File: src/rtl/regfile_pkg.sv
// Shared types and constants for the register-file access controller.
package regfile_pkg;

    localparam int unsigned REG_ADDR_W = 3;
    localparam int unsigned NUM_REGS   = 8;
    localparam int unsigned STARVE_W   = 8;

    typedef logic [REG_ADDR_W-1:0] reg_addr_t;

    typedef enum logic {
        IDLE,
        CLEAR
    } rfc_state_t;

endpackage

File: src/rtl/regfile_starve_timer.sv
// Counts consecutive denied debug cycles and raises a one-cycle registered stall at the limit.
module regfile_starve_timer
    import regfile_pkg::*;
(
    input  logic                clk,
    input  logic                reset,
    input  logic                waiting,
    input  logic                granted,
    input  logic                hold,
    input  logic [STARVE_W-1:0] limit,
    output logic                stall
);

    logic [STARVE_W-1:0] count_q, count_d;
    logic                stall_q;

    always_comb begin
        count_d = count_q;
        if (!hold) begin
            if (!waiting || granted) begin
                count_d = '0;
            end else if (count_q != '1) begin
                count_d = count_q + 1'b1;
            end
        end
    end

    // The stall lands in the same cycle the count reaches the limit.
    always_ff @(posedge clk or negedge reset) begin
        if (!reset) begin
            count_q <= '0;
            stall_q <= 1'b0;
        end else begin
            count_q <= count_d;
            stall_q <= (count_d == limit);
        end
    end

    assign stall = stall_q;

endmodule

File: src/rtl/regfile_access_ctrl.sv
// Arbitrates the register file write/SR1 ports between CPU and debug, with hardware clear.
// The clear sequence is built only when REGFILE_CLEAR_EN is defined.
module regfile_access_ctrl
    import regfile_pkg::*;
#(
    parameter int unsigned       DATA_W       = 16,
    parameter int unsigned       STARVE_LIMIT = 15,
    parameter logic [DATA_W-1:0] CLR_VALUE    = '0
) (
    input  logic                  clk,
    input  logic                  reset,
    input  logic                  cpu_ld,
    input  logic [REG_ADDR_W-1:0] cpu_dr,
    input  logic [DATA_W-1:0]     cpu_data,
    input  logic [REG_ADDR_W-1:0] cpu_sr1,
    input  logic [REG_ADDR_W-1:0] cpu_sr2,
    input  logic                  cpu_rd_en,
    output logic                  cpu_stall,
    input  logic                  dbg_req_valid,
    output logic                  dbg_req_ready,
    input  logic                  dbg_req_wr,
    input  logic [REG_ADDR_W-1:0] dbg_req_addr,
    input  logic [DATA_W-1:0]     dbg_req_wdata,
    output logic                  dbg_rsp_valid,
    output logic [DATA_W-1:0]     dbg_rsp_rdata,
    input  logic                  clr_start,
    output logic                  clr_busy,
    output logic                  rf_ld_reg,
    output logic [REG_ADDR_W-1:0] rf_drmux,
    output logic [DATA_W-1:0]     rf_businput,
    output logic [REG_ADDR_W-1:0] rf_sr1mux,
    output logic [REG_ADDR_W-1:0] rf_sr2,
    input  logic [DATA_W-1:0]     rf_sr1_out
);

    rfc_state_t      state_q;
    reg_addr_t       idx_q;
    logic            in_clear;
    logic            starve_stall;
    logic            cpu_wr_gnt, dbg_wr_gnt, dbg_rd_gnt;
    logic            rsp_valid_q;
    logic [DATA_W-1:0] rsp_rdata_q;

`ifdef REGFILE_CLEAR_EN
    always_ff @(posedge clk or negedge reset) begin
        if (!reset) begin
            state_q <= IDLE;
            idx_q   <= '0;
        end else begin
            unique case (state_q)
                IDLE: begin
                    idx_q <= '0;
                    if (clr_start) begin
                        state_q <= CLEAR;
                    end
                end
                CLEAR: begin
                    idx_q <= idx_q + 1'b1;
                    if (idx_q == REG_ADDR_W'(NUM_REGS - 1)) begin
                        state_q <= IDLE;
                    end
                end
            endcase
        end
    end
`else
    logic unused_clr_start;
    assign unused_clr_start = clr_start;
    assign state_q          = IDLE;
    assign idx_q            = '0;
`endif

    assign in_clear = (state_q == CLEAR);

    // Grants are gated by reset so nothing reaches the file while reset is asserted.
    always_comb begin
        cpu_wr_gnt = 1'b0;
        dbg_wr_gnt = 1'b0;
        dbg_rd_gnt = 1'b0;
        if (reset && !in_clear) begin
            if (starve_stall && dbg_req_valid) begin
                dbg_wr_gnt = dbg_req_wr;
                dbg_rd_gnt = !dbg_req_wr;
            end else if (cpu_ld && !starve_stall) begin
                cpu_wr_gnt = 1'b1;
            end else if (dbg_req_valid && dbg_req_wr) begin
                dbg_wr_gnt = 1'b1;
            end else if (dbg_req_valid && !cpu_rd_en) begin
                dbg_rd_gnt = 1'b1;
            end
        end
    end

    always_comb begin
        rf_ld_reg   = 1'b0;
        rf_drmux    = cpu_dr;
        rf_businput = cpu_data;
        rf_sr1mux   = cpu_sr1;
        if (in_clear) begin
            rf_ld_reg   = 1'b1;
            rf_drmux    = idx_q;
            rf_businput = CLR_VALUE;
        end else if (cpu_wr_gnt) begin
            rf_ld_reg = 1'b1;
        end else if (dbg_wr_gnt) begin
            rf_ld_reg   = 1'b1;
            rf_drmux    = dbg_req_addr;
            rf_businput = dbg_req_wdata;
        end
        if (dbg_rd_gnt) begin
            rf_sr1mux = dbg_req_addr;
        end
    end

    assign rf_sr2        = cpu_sr2;
    assign dbg_req_ready = dbg_wr_gnt | dbg_rd_gnt;
    assign cpu_stall     = starve_stall | in_clear;
    assign clr_busy      = in_clear;

    always_ff @(posedge clk or negedge reset) begin
        if (!reset) begin
            rsp_valid_q <= 1'b0;
            rsp_rdata_q <= '0;
        end else begin
            rsp_valid_q <= dbg_rd_gnt;
            if (dbg_rd_gnt) begin
                rsp_rdata_q <= rf_sr1_out;
            end
        end
    end

    assign dbg_rsp_valid = rsp_valid_q;
    assign dbg_rsp_rdata = rsp_rdata_q;

    regfile_starve_timer u_starve_timer (
        .clk     (clk),
        .reset   (reset),
        .waiting (dbg_req_valid),
        .granted (dbg_req_ready),
        .hold    (in_clear),
        .limit   (STARVE_W'(STARVE_LIMIT)),
        .stall   (starve_stall)
    );

endmodule

File: config.mk
export PLATFORM = sky130hd
export DESIGN_NAME = regfile_access_ctrl
export DESIGN_NICKNAME = d
export VERILOG_FILES = /design/src/rtl/regfile_pkg.sv /design/src/rtl/regfile_starve_timer.sv /design/src/rtl/regfile_access_ctrl.sv
export SDC_FILE = /design/constraint.sdc
export NUM_CORES = 1
export LEC_CHECK = 0
export ABC_AREA = 1
export CORE_MARGIN = 2
export CORE_UTILIZATION = 33
export DETAILED_ROUTE_END_ITERATION = 8
export PLACE_DENSITY = 0.72
export RECOVER_POWER = 50
export SYNTH_ARGS = -nofsm -noshare
export SYNTH_HDL_FRONTEND = slang
export SYNTH_HIERARCHICAL = 1
export SYNTH_SLANG_ARGS = --single-unit
export TNS_END_PERCENT = 5
File: constraint.sdc
create_clock -name clk -period 4.5 [get_ports clk]
set_input_delay 0.9 -clock clk [delete_from_list [all_inputs] [get_ports clk]]
set_output_delay 0.9 -clock clk [all_outputs]
set_load 0.005 [all_outputs]
# Word-level counts from Yosys, hierarchy flattened
# Index checks and enable logic that the tools add are counted.
# word_totals
register_bits	26
latch_bits	0
mem_bits_rw	0
rom_bits	0
in_bits	67
output_inout_bits	46
elab_cells	38
memories	0
# op_classes
n_addsub	1
multipliers	0
div	0
order_cmp	0
n_eq_ne	2
shift	0
muxes	21
bitwise	1
n_reduce_logical	9
# ops
op	count
16-bit 2-to-1 mux	2
8-bit 2-to-1 mux	2
1-bit 2-to-1 mux	14
3-bit 2-to-1 mux	3
8-bit by 1-bit adder with 8-bit output, second input constant	1
8-bit by 4-bit equality test with 1-bit output, second input constant	1
8-bit inequality test, second input constant	1
1-bit logical AND	4
1-bit logical NOT	4
1-bit logical OR	1
1-bit OR	1

# Longest topological paths before layout
# Gate-level depths: netlist of run 1.
# depth
word_depth	11
mapped_depth	16
depth_no_buf	15

# By module
# The synthesis of run 1 kept the hierarchy.
# modules_own_cells
mod	instances	cells_per_inst	area_per_inst_um2	seq_area_each_um2
regfile_access_ctrl	1	160	1171.1	425.4
regfile_starve_timer	1	119	732.0	225.2

# Worst setup path before layout of run 1
# OpenSTA, ideal clock, no wires.
# synth_timing
path_type	input to output
startpoint	input port reset
endpoint	output port rf_sr1mux[0]
arrival_ps	1493
required_time_ps	3600
path_slack_ps	2107
stages	6
n_path_buf	2
path_cell_list	nand2_1 -> a21oi_2 -> buf_6 -> buf_8 -> nand3_2 -> nand2_1
# synth_between
elab_chain_cells	2
# synth_lines
item	line	source
from (decl)	regfile_access_ctrl.sv:11	input logic reset,
1-bit 2-to-1 mux	regfile_access_ctrl.sv:80	if (reset && !in_clear) begin
3-bit 2-to-1 mux	regfile_access_ctrl.sv:110	if (dbg_rd_gnt) begin
to (decl)	regfile_access_ctrl.sv:31	output logic [REG_ADDR_W-1:0] rf_sr1mux,
# No other way between the ends.

# Final worst setup path of run 1
# layout_timing
startpoint	input port reset
endpoint	output port rf_businput[5]
# layout_between
elab_chain_cells	3
elab_cells_between_ends	4
cone_classes	mux (4)
# layout_lines
item	line	source
1-bit 2-to-1 mux	regfile_access_ctrl.sv:80	
16-bit 2-to-1 mux	regfile_access_ctrl.sv:105	end else if (dbg_wr_gnt) begin
16-bit 2-to-1 mux (*)	regfile_access_ctrl.sv:103	end else if (cpu_wr_gnt) begin
to (decl)	regfile_access_ctrl.sv:30	output logic [DATA_W-1:0] rf_businput,
# Mark *: on every way between the ends. The rest lies on a longest branch, timed or not.

==> impl_metrics.json, run 1 <==
{
  "status": "finished, final reports clean",
  "insertion_delay_ns": 0.27,
  "ant_nets": 0,
  "cts.sinks": 26,
  "clk_pin_slew_worst_paths_ns": 0.09,
  "finalSetupTns_ns": 0,
  "maxCapViolCount": 0,
  "cts_tree": "built",
  "post-synth-top-area-cell": "dfrtp_1",
  "synth_area_sq_mm": 0.00190,
  "grt_pass1_wl_mm": 8.91,
  "r2r_end": "u_starve_timer/stall",
  "portBuffers": 104,
  "slew_violations": 0,
  "root_buffer": "clkbuf_8",
  "yosys.area_share.simple": 0.414,
  "initial_core_util": 0.343,
  "area_growth_pct": 63.2,
  "postCtsSetupBuffers": 0,
  "cp_max_fo": 15,
  "ctsHoldBuffers": 0,
  "via_per_inst": 4.24,
  "ios": 113,
  "grt.overflow.total": 0,
  "dr_wl_met3_um": 279,
  "ys_warn_count": 6,
  "coreArea_sq_mm": 0.00554,
  "period_needed_ns": 3.88,
  "finalSetupViolCount": 0,
  "grt_max_degree": 22,
  "hold_class": "flip-flop to flip-flop",
  "max_freq_ghz": 0.258,
  "die_w_um": 79.9,
  "htree_levels": 1,
  "hpwl_mm": 4.25,
  "hold_violations": 0,
  "synth.top_cell.area_share": 0.342,
  "cp.required_ns": 3.60,
  "syn_inst": 279,
  "synth_top_family_by_area": "simple AND/OR/NAND/NOR gates",
  "power_w": 0.000745,
  "ys_seq_area_frac": 0.342,
  "powerDensity_mw_per_mm2": 240,
  "r2r_cells": 13,
  "dr.first_iter.drc_count": 70,
  "wl_met2_mm": 2.58,
  "cts.repair.resized": 0,
  "reg2reg_from": "u_starve_timer/stall",
  "synth.avg_cell_area_sq_um": 6.82,
  "endpoint": "rf_businput[5]",
  "drt_first_pass_iters": 4,
  "final_net_count": 471,
  "cp-start-kind": "primary input",
  "dieHeight_um": 79.9,
  "synthXorXnorAreaFrac": 0,
  "slew_headroom": 0.303,
  "num_rows": 27,
  "worstSetupPathType": "primary input to output port",
  "startpoint": "reset",
  "grt_pass1_vias": 1904,
  "arrival_ns": 2.98,
  "drc": 0,
  "p_leak_nw": 1.64,
  "antenna_found_initial": 0,
  "wl_per_cell_um": 11.1,
  "synth_area_leaders": "dfrtp_1 (34%), nand2_1 (20%), inv_1 (8.7%), nand3_1 (6.8%), nand3_2 (5.8%)",
  "synth_fa_ha_area_frac": 0.00657,
  "clock_skew_ns": 0.00555,
  "drive_above_1_share": 0.0821,
  "ir_drop_mv": 0.129,
  "cts.path.max_buffers": 2,
  "numCtsBuffers": 3,
  "place.gp.congestion": 0.811,
  "highest_layer": "met4",
  "finalCritPeriodShare": 0.861,
  "tightest_slew_ns": 1.05,
  "synth_compound_area_frac": 0.0703,
  "gr-usage-all-layers": 0.172,
  "synth_cell_types": 32,
  "antenna_cells": 0,
  "die_area_sq_mm": 0.00639,
  "r2r_slack_ns": 2.32,
  "drt-total-wl_mm": 5.25,
  "endpoint_kind": "output port",
  "rsz0062_at_grt": "no",
  "ys_ff_latch": 26,
  "synthMuxAreaShare": 0,
  "vias": 2010,
  "wl_met1_mm": 2.35
}
through the flow:
| stage | cells | hold WS (ns) | worst slack, ns | instance area, sq um | utilization |
|---|---|---|---|---|---|
| floorplan | 301 | 0.465 | 2.11 | 1990 | - |
| global placement | 470 | 0.453 | 0.707 | 3040 | 0.549 |
| detailed placement | 470 | 0.459 | 0.666 | 3040 | 0.549 |
| CTS | 474 | 0.482 | 0.660 | 3110 | 0.561 |
| global route | 474 | 0.492 | 0.440 | 3110 | 0.561 |
| finish | 474 | 0.469 | 0.624 | 3110 | 0.561 |
area by class of cell:
class | count | area [sq um]
fill | 519 | 2430
timing repair buffer | 111 | 1090
multi-input combinational | 213 | 1020
sequential | 26 | 651
inverter | 48 | 180
tap | 72 | 90.1
clock buffer | 3 | 41.3
clock inverter | 1 | 30.0
critical path, stage by stage:
cell	delay, ns
dlygate4sd3_1	0.54
buf_4	0.18
nand4_2	0.34
buf_4	0.31
o21ai_0	0.17
clkdlybuf4s50_1	0.53
sequential cells by signal, summed over array words and instances (netlist names):
signal and count:
u_starve_timer/stall 1, u_starve_timer/count_q 8, dbg_rsp_valid 1, dbg_rsp_rdata 16
where the power goes:
part	total [W]	internal [W]	switching, W	leakage (nW)
clock	0.000194	0.000119	0.0000748	0.0357
sequential	0.000293	0.000272	0.0000211	0.335
combinational	0.000258	0.000152	0.000106	1.27
metal layers:
layer  vias to the layer above  GRT usage
met5                         -          0
met4                         0     0.0322
met3                         6     0.0452
met2                        46      0.298
li1                       1083          -
met1                       875      0.217
synth_stat cells (all sizes together):
cell    count
nand2     102
buf        12
nand3b      2
conb        2
nand4       7
inv        47
clkinv      1
o21ai      21
a21o        1
nand3      38
dfrtp      26
a21oi       2
clkbuf      2
nor3        2
ha          1
nor2       12
a21boi      1
cells by family after synthesis:
family	Yosys count
AOI/OAI and AO/OA	25
adders and majority gates	1
buffers and inverters	62
DFF	26
other	2
and+or+nand+nor	163
how the worst min path moves through the flow:
stage	startpoint	depth (start not counted)	endpoint
5_1_grt	dbg_rsp_rdata[14]	2	dbg_rsp_rdata[14]
3_3_place_gp	dbg_rsp_rdata[6]	2	dbg_rsp_rdata[6]
4_1_cts	dbg_rsp_rdata[7]	2	dbg_rsp_rdata[7]
2_1_floorplan	dbg_rsp_rdata[0]	2	dbg_rsp_rdata[0]
6_report	dbg_rsp_rdata[14]	2	dbg_rsp_rdata[14]
3_5_place_dp	dbg_rsp_rdata[9]	2	dbg_rsp_rdata[9]
placed cells by master (no fill, tap or decap):
master	instances
a21boi_0	1
a21o_1	1
a21oi_1	1
a21oi_2	1
buf_4	6
bufinv_16	1
clkbuf_1	1
clkbuf_8	3
clkdlybuf4s50_1	86
clkinv_1	1
conb_1	24
dfrtp_1	26
dlygate4sd3_1	18
ha_1	1
inv_1	44
inv_2	3
nand2_1	99
nand2_2	2
nand2_4	1
nand3_1	26
nand3_2	11
nand3_4	1
nand3b_1	2
nand4_1	6
nand4_2	1
nor2_1	10
nor2_2	1
nor2_4	1
nor3_1	1
nor3_2	1
o21ai_0	11
o21ai_1	10
(Power assumes the default switching activity.)
==> inputs of run 2 (changes only) <==
--- a/config.mk
+++ b/config.mk
@@ -8,6 +8,7 @@
 export ABC_AREA = 1
 export CORE_MARGIN = 2
 export CORE_UTILIZATION = 33
+export CTS_CLUSTER_DIAMETER = 80
 export DETAILED_ROUTE_END_ITERATION = 8
 export PLACE_DENSITY = 0.72
 export RECOVER_POWER = 50
==> results of run 2 <==
Final layout, timing and power as in run 1 (identical DEF).
==> inputs of run 3 (changes only) <==
--- a/config.mk
+++ b/config.mk
@@ -5,12 +5,11 @@
 export SDC_FILE = /design/constraint.sdc
 export NUM_CORES = 1
 export LEC_CHECK = 0
-export ABC_AREA = 1
 export CORE_MARGIN = 2
 export CORE_UTILIZATION = 33
 export CTS_CLUSTER_DIAMETER = 80
 export DETAILED_ROUTE_END_ITERATION = 8
-export PLACE_DENSITY = 0.72
+export PLACE_DENSITY = 0.73
 export RECOVER_POWER = 50
 export SYNTH_ARGS = -nofsm -noshare
 export SYNTH_HDL_FRONTEND = slang
==> run 3 against run 2 <==
Setup slack better by 0.032 ns; clock skew decreased by 0.0016 ns; sequential cell count unchanged; critical endpoint is now rf_sr1mux[2]; highest routed layer unchanged.
==> impl_metrics.json, run 3 <==
{
  "grt_util_met2": 0.291,
  "drc": 0,
  "ys_warn_count": 6,
  "final_net_count": 353,
  "reg2reg_from": "u_starve_timer/stall",
  "synth_area_sq_mm": 0.00184,
  "ios": 113,
  "place.gp.congestion": 0.859,
  "layout_commonest_cell": "clkdlybuf4s50_1",
  "grt_use_met1": 0.206,
  "r2r_slack_ns": 1.98,
  "worstSetupPathType": "primary input to output port",
  "portBuffers": 104,
  "hold_violations": 0,
  "finalCritPeriodShare": 0.854,
  "r2r_cells": 10,
  "htree_levels": 1,
  "wl_per_cell_um": 14.9,
  "tightest_slew_ns": 0.512,
  "critical-path-max-stage-delay_ns": 0.55,
  "arrival_ns": 2.94,
  "final_area_sq_mm": 0.00304,
  "slowest_stage": "dlygate4sd3_1",
  "crit_chain": "dlygate4sd3_1 -> buf_4 -> o2111ai_1 -> mux2_2 -> clkdlybuf4s50_1",
  "dr.first_iter.drc_count": 30,
  "met3_usage": 0.0540,
  "power_w": 0.000741,
  "r2r_end": "u_starve_timer/stall",
  "die_w_um": 78.6,
  "synth_area_leaders": "dfrtp_1 (35%), mux2_4 (16%), mux2_2 (12%), buf_4 (2.5%), buf_6 (2.5%)",
  "via_per_inst": 4.74,
  "syn_inst": 163,
  "numCtsBuffers": 3,
  "cts.path.max_buffers": 2,
  "ir_drop_mv": 0.153,
  "clk_pin_slew_worst_paths_ns": 0.09,
  "postCtsSetupBuffers": 0,
  "rsz0062_at_grt": "no",
  "status": "finished, final reports clean",
  "antenna_found_initial": 0,
  "grt.overflow.total": 0,
  "antenna_cells": 0,
  "synth.avg_cell_area_sq_um": 11.3,
  "powerDensity_mw_per_mm2": 244,
  "endpoint": "rf_sr1mux[2]",
  "synth.top_cell.area_share": 0.354,
  "endpoint_kind": "output port",
  "dpl.cell_count": 352,
  "post_dp_cell_area_sq_mm": 0.00297,
  "yosysMostFrequentCell": "dfrtp_1",
  "slew_violations": 0,
  "hpwl_mm": 4.14,
  "largest_reg_flops": 16,
  "clock_skew_ns": 0.00391,
  "final_cell_mix": "clkdlybuf4s50_1 (85), dfrtp_1 (26), conb_1 (24)",
  "finalSetupTns_ns": 0,
  "max_freq_ghz": 0.260,
  "timing.hold.ws_ns": 0.506,
  "grt_busiest_layer": "met2",
  "cp.required_ns": 3.60,
  "insertion_delay_ns": 0.28,
  "root_buffer": "clkbuf_8",
  "ant_nets": 0,
  "finalSetupViolCount": 0,
  "synth_edf_count": 0,
  "die_area_sq_mm": 0.00617,
  "ys.flop_type": "dfrtp_1",
  "ys_ff_latch": 26,
  "ys_seq_area_frac": 0.354,
  "p_leak_nw": 1.32,
  "stdcell_count": 356,
  "cts_tree": "built",
  "maxCapViolCount": 0,
  "num_rows": 27,
  "startpoint": "reset",
  "cts.repair.resized": 0,
  "drt-total-wl_mm": 5.31,
  "dieHeight_um": 78.6,
  "gr-usage-all-layers": 0.167,
  "post-synth-top-area-cell": "dfrtp_1",
  "cts.sinks": 26,
  "yosys-top-cells-count": "dfrtp_1 (26), mux2_2 (19), mux2_4 (19), nand2_1 (10)",
  "period_needed_ns": 3.84,
  "drt_first_pass_iters": 4,
  "area_growth_pct": 65.4,
  "ctsHoldBuffers": 0,
  "cp_max_fo": 28,
  "hold_class": "flip-flop to flip-flop",
  "async_reset_ff_frac": 1.00,
  "coreArea_sq_mm": 0.00544,
  "grt_pass1_wl_mm": 8.34,
  "grt_max_degree": 29,
  "grt_pass1_vias": 1688,
  "slew_headroom": 0.659,
  "initial_core_util": 0.337,
  "synth_cell_types": 46,
  "drive_above_1_share": 0.197,
  "vias": 1688,
  "cp-start-kind": "primary input"
}
==> run 3: kinds of logic after synthesis <==
| family | after synthesis | synth area share |
|---|---|---|
| compound gates | 32 | 0.133 |
| xor+xnor | 4 | 0.0191 |
| fa+ha+maj | 1 | 0.00682 |
| buf+inv | 18 | 0.0668 |
| flops | 26 | 0.354 |
| mux | 40 | 0.283 |
| other cells | 2 | 0.00409 |
| simple gates | 40 | 0.133 |
==> run 3: worst min path at each step <==
stage / startpoint / to / slack, ns / depth (start not counted)
detailed placement: dbg_rsp_rdata[7] / dbg_rsp_rdata[7] / 0.49 / 1
CTS: dbg_rsp_rdata[7] / dbg_rsp_rdata[7] / 0.51 / 1
global placement: dbg_rsp_rdata[14] / dbg_rsp_rdata[14] / 0.49 / 1
finish: dbg_rsp_rdata[0] / dbg_rsp_rdata[0] / 0.51 / 1
floorplan: dbg_rsp_rdata[9] / dbg_rsp_rdata[9] / 0.50 / 1
global route: dbg_rsp_rdata[13] / dbg_rsp_rdata[13] / 0.53 / 1
==> run 3: critical path: cells and delay by family <==
kind / cells / cell delay [ns]
mux: 1 / 0.32
buf+inv: 3 / 1.38
compound gates: 1 / 0.34
==> run 3: layer usage <==
metal,vias up,part of all wire
met5,-,0
met4,0,0.0043
met3,2,0.099
met2,78,0.50
met1,793,0.40
li1,815,-
==> run 3: area by class of cell <==
cell class	count	area, sq um
clock buffer	3	41.3
inverter	6	22.5
fill	497	2400
timing repair buffer	107	1060
tap	72	90.1
clock inverter	1	30.0
multi-input combinational	141	1140
sequential	26	651
==> run 3: power breakdown <==
part,internal [W],switching (W)
registers,0.000270,0.0000212
logic,0.000170,0.0000787
clock network,0.000119,0.0000811
==> run 3: per-stage QoR <==
step                      setup WS, ns   util
after floorplan                   1.91      -
after global placement           0.772  0.546
after detailed placement         0.770  0.546
after CTS                        0.771  0.559
after global routing             0.491  0.558
final                            0.656  0.558
